<file path="src/rtl/csel_add_pkg.sv">
// Shared types and helpers for the nibble-serial carry-select adder.
package csel_add_pkg;

  localparam int NIBBLE_W = 4;

  typedef enum logic [1:0] {
    IDLE = 2'd0,
    RUN  = 2'd1,
    DONE = 2'd2
  } state_t;

  function automatic int idx_w(input int width);
    int nib;
    nib = width / NIBBLE_W;
    return (nib > 1) ? $clog2(nib) : 1;
  endfunction

endpackage

</file>
<file path="src/rtl/fa4bit.sv">
// 4-bit carry-select adder slice with scalar bit ports.
module fa4bit (
  input  logic a0,
  input  logic a1,
  input  logic a2,
  input  logic a3,
  input  logic b0,
  input  logic b1,
  input  logic b2,
  input  logic b3,
  input  logic cin,
  output logic s0,
  output logic s1,
  output logic s2,
  output logic s3,
  output logic cout
);

  logic [3:0] w_a;
  logic [3:0] w_b;
  logic [4:0] w_r0;
  logic [4:0] w_r1;

  assign w_a = {a3, a2, a1, a0};
  assign w_b = {b3, b2, b1, b0};

  // Both carry-in outcomes precomputed; cin only steers the final mux.
  assign w_r0 = {1'b0, w_a} + {1'b0, w_b};
  assign w_r1 = {1'b0, w_a} + {1'b0, w_b} + 5'd1;

  assign {cout, s3, s2, s1, s0} = cin ? w_r1 : w_r0;

endmodule

</file>
<file path="src/rtl/csel_add_seq.sv">
// Nibble-serial adder: one shared carry-select slice, LSB nibble first.
module csel_add_seq
  import csel_add_pkg::*;
#(
  parameter int WIDTH = 16
) (
  input  logic             clk,
  input  logic             rst_n,
  input  logic             in_valid,
  output logic             in_ready,
  input  logic [WIDTH-1:0] a,
  input  logic [WIDTH-1:0] b,
  input  logic             cin,
  output logic             out_valid,
  input  logic             out_ready,
  output logic [WIDTH-1:0] sum,
  output logic             cout,
  output logic             ovf,
  output logic             busy
);

  localparam int NIB = WIDTH / NIBBLE_W;
  localparam int IW  = idx_w(WIDTH);
  localparam logic [IW-1:0] LAST = IW'(NIB - 1);

  state_t           r_state;
  logic [WIDTH-1:0] r_a;
  logic [WIDTH-1:0] r_b;
  logic [WIDTH-1:0] r_sum;
  logic [IW-1:0]    r_idx;
  logic             r_carry;
  logic             r_cout;
  logic             r_ovf;

  logic [3:0] w_a_nib;
  logic [3:0] w_b_nib;
  logic [3:0] w_s;
  logic       w_co;

  always_comb begin
    w_a_nib = '0;
    w_b_nib = '0;
    for (int i = 0; i < NIB; i++) begin
      if (r_idx == IW'(i)) begin
        w_a_nib = r_a[i*NIBBLE_W +: NIBBLE_W];
        w_b_nib = r_b[i*NIBBLE_W +: NIBBLE_W];
      end
    end
  end

  fa4bit u_slice (
    .a0   (w_a_nib[0]),
    .a1   (w_a_nib[1]),
    .a2   (w_a_nib[2]),
    .a3   (w_a_nib[3]),
    .b0   (w_b_nib[0]),
    .b1   (w_b_nib[1]),
    .b2   (w_b_nib[2]),
    .b3   (w_b_nib[3]),
    .cin  (r_carry),
    .s0   (w_s[0]),
    .s1   (w_s[1]),
    .s2   (w_s[2]),
    .s3   (w_s[3]),
    .cout (w_co)
  );

  always_ff @(posedge clk) begin
    if (!rst_n) begin
      r_state <= IDLE;
      r_a     <= '0;
      r_b     <= '0;
      r_sum   <= '0;
      r_idx   <= '0;
      r_carry <= 1'b0;
      r_cout  <= 1'b0;
      r_ovf   <= 1'b0;
    end else begin
      unique case (r_state)
        IDLE: begin
          if (in_valid) begin
            r_a     <= a;
            r_b     <= b;
            r_carry <= cin;
            r_idx   <= '0;
            r_sum   <= '0;
            r_state <= RUN;
          end
        end
        RUN: begin
          for (int i = 0; i < NIB; i++) begin
            if (r_idx == IW'(i)) begin
              r_sum[i*NIBBLE_W +: NIBBLE_W] <= w_s;
            end
          end
          r_carry <= w_co;
          // Index parks on the top nibble instead of wrapping.
          if (r_idx == LAST) begin
            r_state <= DONE;
            r_cout  <= w_co;
            r_ovf   <= (r_a[WIDTH-1] == r_b[WIDTH-1]) &&
                       (w_s[3] != r_a[WIDTH-1]);
          end else begin
            r_idx <= r_idx + IW'(1);
          end
        end
        DONE: begin
          if (out_ready) begin
            r_state <= IDLE;
          end
        end
        default: r_state <= IDLE;
      endcase
    end
  end

  assign in_ready  = (r_state == IDLE);
  assign busy      = (r_state != IDLE);
  assign out_valid = (r_state == DONE);
  assign sum       = r_sum;
  assign cout      = r_cout;
  assign ovf       = r_ovf;

endmodule
</file>
<file path="config.mk">
export PLATFORM = sky130hd
export DESIGN_NAME = csel_add_seq
export DESIGN_NICKNAME = d
export VERILOG_FILES = /design/src/rtl/csel_add_pkg.sv /design/src/rtl/fa4bit.sv /design/src/rtl/csel_add_seq.sv
export SDC_FILE = /design/constraint.sdc
export NUM_CORES = 1
export LEC_CHECK = 0
export ABC_AREA = 1
export BUFFER_PORTS_ARGS = -buffer_cell sky130_fd_sc_hd__buf_2
export CORE_ASPECT_RATIO = 1.4
export CORE_MARGIN = 3
export CORE_UTILIZATION = 48
export DETAILED_ROUTE_END_ITERATION = 8
export PLACE_DENSITY_LB_ADDON = 0.15
export SYNTH_ARGS = -nofsm -noshare
export SYNTH_HDL_FRONTEND = slang
export SYNTH_SLANG_ARGS = --single-unit
</file>
<file path="constraint.sdc">
create_clock -name clk -period 2.75 [get_ports clk]
set_input_delay 0.55 -clock clk [delete_from_list [all_inputs] [get_ports clk]]
set_output_delay 0.55 -clock clk [all_outputs]
set_load 0.02 [all_outputs]
</file>
Yosys cells after proc, flatten, opt, wreduce, memory -nomap -nowiden --
Cells that the tools add are included.
Word-level totals: register bits 55
Operators by class: add/subtract/negate cells 3, reduce and logical (&&, ||, !) cells 14, muxes and demuxes 24, equal/unequal tests 14
Operators with widths (number):
- 2-to-1 mux 4 bit | 12
- one-hot mux 16 bit (2 select lines) | 1
- AND reduction 3 bit | 6
- 2-to-1 mux 16 bit | 1
- inequality test 2 bit (second input constant) | 6
- 2-to-1 mux 2 bit | 5
- equality test 2 bit (second input constant) | 3
- one-hot mux 2 bit (3 select lines) | 1
- AND reduction 2 bit | 3
- adder 4 x 4 -> 5 bit | 1
- adder 5 x 1 -> 5 bit (second input constant) | 1
- 2-to-1 mux 5 bit | 1
- equality test 2 x 1 -> 1 bit (second input constant) | 2
- logical NOT 2 bit | 2
- one-hot mux 2 bit (2 select lines) | 1
- nonzero test 2 bit | 2
- adder 2 x 1 -> 2 bit (second input constant) | 1
- inequality test 2 x 1 -> 1 bit (second input constant) | 1
- one-hot mux 1 bit (2 select lines) | 1
- equality test 1 bit | 1
- logical AND 1 bit | 1
- 2-to-1 mux 1 bit | 1
- inequality test 1 bit | 1

Logic depth before layout (Yosys ltp) --
depth after elaboration 10, mapped depth 21

Cells and area by module --
From an unflattened synthesis, not the netlist that was laid out.
Unflattened totals: cells, all modules 395, area, all modules 2766.4 um^2
Modules (own cells, without submodules):
- csel_add_seq | area an instance 2473.6 um^2, cells an instance 344, seq. area each 1101.1 um^2, instances 1
- fa4bit | area an instance 292.8 um^2, cells an instance 51, seq. area each 0.0 um^2, instances 1

Worst setup path after synthesis --
No wires, ideal clock.
path kind flip-flop to flip-flop, start register r_idx[0], end register r_sum[13], in the netlist sum[13], slack 61 ps, cell stages (with the launch flop) 14, period minus slack after synthesis 2689 ps, arrival 2620 ps, buffers on the path 1, path through dfxtp_1 -> inv_1 -> ha_1 -> inv_1 -> clkbuf_1 -> o21ai_0 -> a21oi_1 -> ha_1 -> fa_1 -> ha_1 -> inv_1 -> a211oi_1 -> inv_1 -> a21oi_1
Between the ends: longest elaborated chain between the ends 10
RTL lines:
- start, declared | line csel_add_seq.sv:30 | logic [IW-1:0] r_idx;
- start signal, assigned | line csel_add_seq.sv:104 | r_idx <= r_idx + IW'(1);
- logical NOT 2 bit | line csel_add_seq.sv:44 | if (r_idx == IW'(i)) begin
- 2-to-1 mux 4 bit (4 in series) | line csel_add_seq.sv:44
- adder 4 x 4 -> 5 bit | line fa4bit.sv:28, fa4bit.sv:29
- adder 5 x 1 -> 5 bit | line fa4bit.sv:29 | assign w_r1 = {1'b0, w_a} + {1'b0, w_b} + 5'd1;
- 2-to-1 mux 5 bit | line fa4bit.sv:31 | assign {cout, s3, s2, s1, s0} = cin ? w_r1 : w_r0;
- 2-to-1 mux 4 bit | line csel_add_seq.sv:92 | if (r_idx == IW'(i)) begin
- one-hot mux 16 bit (2 select lines) | line csel_add_seq.sv:79 | unique case (r_state)
- end signal, assigned by index | line csel_add_seq.sv:93 | r_sum[i*NIBBLE_W +: NIBBLE_W] <= w_s;
- end, declared | line csel_add_seq.sv:29 | logic [WIDTH-1:0] r_sum;
Several ways; a longest one is shown, not always the timed one. The select of a mux whose other input is x is not followed. A chain may end at the register's enable or synchronous reset.

Final worst setup path --
start register r_idx[1], end register r_sum[3], in the netlist sum[3]
Between the ends: longest elaborated chain between the ends 10
RTL lines (line):
- logical NOT 2 bit | csel_add_seq.sv:44, csel_add_seq.sv:92
- 2-to-1 mux 4 bit (4 in series) | csel_add_seq.sv:44
- adder 4 x 4 -> 5 bit | fa4bit.sv:28, fa4bit.sv:29
- adder 5 x 1 -> 5 bit | fa4bit.sv:29
- 2-to-1 mux 5 bit | fa4bit.sv:31
- 2-to-1 mux 4 bit | csel_add_seq.sv:92
- one-hot mux 16 bit (2 select lines) | csel_add_seq.sv:79
Several ways; a longest one is shown, not always the timed one. The select of a mux whose other input is x is not followed.

==> summary.txt <==
======================================================================================
Status .................................................................. finished clean
Cell type with the highest aggregate area in the netlist ................ sky130_fd_sc_hd__dfxtp_1
Total Routing Usage GR ..................................................        19.7%
Detailed-route wire length per cell .....................................      12.5 um
Ys flop type ............................................................ sky130_fd_sc_hd__dfxtp_1
Met1 layer usage reported by global route ...............................        21.2%
Remaining global-route overflow .........................................            0
Vias per Instance .......................................................         5.12
Met3 layer usage reported by global route ...............................        3.00%
H-tree depth reported by CTS ............................................            2
Global-route wire length before repair ..................................      9680 um
Cells after Synth .......................................................          363
Cell area reported after detailed placement .............................     2960 um2
Clock-pin slew on the worst setup and hold paths ........................      0.10 ns
Critical R2R Launch .....................................................     r_idx[1]
DRC violations left .....................................................            0
Final clock period utilization by the worst path ........................        96.2%
Most frequent cells after synthesis ..................................... sky130_fd_sc_hd__nor2_1 (90), sky130_fd_sc_hd__dfxtp_1 (55), sky130_fd_sc_hd__nand2_1 (35), sky130_fd_sc_hd__o21ai_0 (35), sky130_fd_sc_hd__a21oi_1 (27)
Initial DRC count .......................................................          121
Worst-Margin Slew .......................................................     0.701 ns
Final Max Slew Viols ....................................................            0
Met2 routing resource usage after global routing ........................        36.6%
Average size of a mapped cell ...........................................     7.20 um2
Stage delay of the slowest cell on the critical path ....................      0.40 ns
Post-synthesis sequential element count .................................           55
Peak supply drop ........................................................   0.000313 V
Peak clock frequency supported by timing ................................      378 MHz
Floorplan die area ......................................................     6380 um2
Clock root buffer ....................................................... sky130_fd_sc_hd__clkbuf_8
Total power consumption of the routed design ............................      1.92 mW
Yosys warnings ..........................................................            0
Sequential cell area ....................................................     1110 um2
Num ports ...............................................................           58
EDFF count, synth .......................................................            0
R2R depth ...............................................................           18
Number of distinct standard cells referenced by the synthesized netlist .           29
Minimum setup slack among reg-to-reg paths ..............................      0.10 ns
Detailed-route via count ................................................         2502
Post-synthesis async set-or-reset flop share ............................           0%
Cells taking the most area after synthesis .............................. sky130_fd_sc_hd__dfxtp_1 (42%), sky130_fd_sc_hd__nor2_1 (13%), sky130_fd_sc_hd__o21ai_0 (6.7%), sky130_fd_sc_hd__a21oi_1 (5.2%), sky130_fd_sc_hd__nand2_1 (5.0%)
Worst slew margin relative to its limit .................................        53.3%
Vias in the first global route ..........................................         2264
Skew-Pair Late Insertion Delay ..........................................      0.31 ns
Antenna fix cells .......................................................            0
Post-Syn Area ...........................................................     2610 um2
TritonCTS clock tree ....................................................        built
Final Net Count .........................................................          469
Hold_ws .................................................................     0.466 ns
Chip height .............................................................      93.3 um
Share of cells above drive strength 1 ...................................        28.6%
Max cap viols ...........................................................            0
Final standard cell count with taps included and fillers excluded .......          489
Final Cell Area .........................................................     3210 um2
Category of the worst setup path launch point ...........................     register
Placeable core region ...................................................     5240 um2
Terminating pin of the worst hold path ..................................       r_a[5]
Area overhead of the layout relative to synthesis .......................        22.9%
Share of the synthesized area in the top cell type ......................        42.1%
Share of total power consumed by net switching ..........................        31.5%
Setup Viol. Count Final .................................................            0
Crit path kind .......................................................... register to register
Utilization after layout ................................................        61.3%
Sw Pwr ..................................................................     0.606 mW
Cell-by-cell trace of the critical path ................................. inv_4, ha_4, inv_4, buf_4, buf_4, nand3_1, nand3_1, o21ai_0, a21oi_1, ha_2, inv_1, nand2_1, nand2_2, nor2_2, nand3_2, nand2_2, nand3_1, a21oi_1
Portion of the post-synthesis area used by sequential elements ..........        42.1%
Worst min-delay path class .............................................. primary input to register
Maximum buffer depth of the clock tree ..................................            2
Beginning of the worst hold path ........................................         a[5]
Dpl cells ...............................................................          478
Setup slack at placement ................................................   -0.0673 ns
Library cell appearing most often on the critical path .................. sky130_fd_sc_hd__nand3_1
Number of instances on the worst hold path ..............................            3
Required @ worst endpoint ...............................................      3.00 ns
Cell leakage power ......................................................      1.51 nW
Most common cell in the netlist ......................................... sky130_fd_sc_hd__nor2_1
Multi-input gate area in the final layout ...............................     1420 um2
Half-perimeter wire length after detailed placement .....................      4520 um
Antenna violations before repair ........................................            0
DIE WIDTH ...............................................................      68.4 um
Setup Skew ..............................................................   0.00732 ns
Count of clock tree sinks ...............................................           55
Number of fill cells ....................................................          522
Arrival time of the worst setup path ....................................      2.89 ns
Endpoint kind of the worst setup timing path ............................     register
Total clock buffers created by CTS ......................................            5
Initial Util ............................................................        49.9%
Setup repair after global routing missed its margin .....................         true
Reg-to-reg endpoint .....................................................       sum[3]
Slowest-stage cell, CP .................................................. sky130_fd_sc_hd__ha_2
Ratio of total power to cell area .......................................   599 nW/um2
Final critical-path setup slack .........................................     0.104 ns
Combinational Power Share ...............................................        25.2%
Wire length after detailed routing ......................................      6110 um
Setup Total Neg Slack ...................................................         0 ns
FP Rows .................................................................           31
Internal portion of total power .........................................      1.32 mW
Count of TritonRoute iterations in the first routing pass ...............            4
Routed Antenna Nets .....................................................            0
Mapped Nets .............................................................          410
Maximum number of pins on one net before global-route repair ............           50
Port Buffer Count .......................................................           57
Final Wtd Congestion ....................................................        0.794
Clock group share of total power ........................................        27.8%
Period minus WS final ...................................................      2.65 ns
Hold Violations, Final ..................................................            0
Relative contribution of sequential cells to total power ................        47.0%
Grt peak-use layer ......................................................         met2
Highest fanout seen on the critical path ................................            8
======================================================================================
[worst max-delay path by stage]
stage          slack [ns]     start  cells after the start  endpoint
6_report             0.10  r_idx[1]                     18    sum[3]
5_1_grt             -0.05  r_idx[1]                     17      cout
4_1_cts              0.01  r_idx[0]                     13    sum[9]
3_5_place_dp        -0.07  r_idx[1]                     13    sum[9]
3_3_place_gp       0.0006  r_idx[1]                     13   sum[13]
2_1_floorplan        0.06  r_idx[0]                     13   sum[13]
[cell usage in the layout (no fill, tap or decap), drive strengths merged]
cell type	netlist	layout
inv	30	30
nand2	40	40
a211oi	1	1
o31ai	1	1
o21bai	1	1
nor3	1	1
nand3	27	27
a21oi	27	27
buf	10	68
nand4	1	1
dfxtp	55	55
clkinv	0	2
bufinv	0	1
o21a	1	1
o21ai	58	58
nor2	93	93
ha	9	9
fa	1	1
clkbuf	6	5
o211ai	1	1
[repair_timing]
item,4_1_cts,5_1_grt
pin swaps,0,11
cloned,0,0
hold buffers,0,0
endpoints found under the setup margin,10,15
buffers inserted,0,3
resized for setup,6,34
[cell families (layout without fill, tap and decap cells)]
family / after synthesis / count (layout) / share of synthesized area [%]
and+or+nand+nor: 162 / 162 / 26.8
AOI/OAI and AO/OA: 90 / 90 / 18.4
DFF: 55 / 55 / 42.1
buffers and inverters: 46 / 106 / 7.52
adders and majority gates: 10 / 10 / 5.08
[metal layers]
layer,routed length (um),part of all wire [%]
met2,3220,53
met5,0,0
met4,189,3.1
met1,2480,41
met3,218,3.6
[final cells by class]
type / instances / area share [%]
Sequential cell: 55 / 34.5
Multi-Input combinational cell: 262 / 44.2
Tap cell: 66 / 2.57
Clock inverter: 3 / 1.36
Clock buffer: 5 / 2.14
Inverter: 30 / 3.74
Timing Repair Buffer: 68 / 11.5
[flip-flops by register name (all words and copies together) (netlist names)]
name and cells:
ovf 1, cout 1, r_b 16, sum 16, r_a 16, r_carry 1, r_state 2, r_idx 2
[power by group through the flow]
stage                     Clock [mW]  Sequential, mW  Combinational (mW)
final                          0.535           0.904               0.484
after global routing           0.579           0.913               0.546
after CTS                      0.549           0.901               0.449
after detailed placement           0           0.919               0.444
after global placement             0           0.918               0.432
after floorplan                    0           0.934               0.300
[critical path, delay by kind of cell (launching register included)]
kind | cells | cell delay (ns)
simple gates | 8 | 0.77
compound gates | 3 | 0.40
flops | 1 | 0.38
buf+inv | 5 | 0.44
fa+ha+maj | 2 | 0.59
Power figures use the tool's default switching activity.
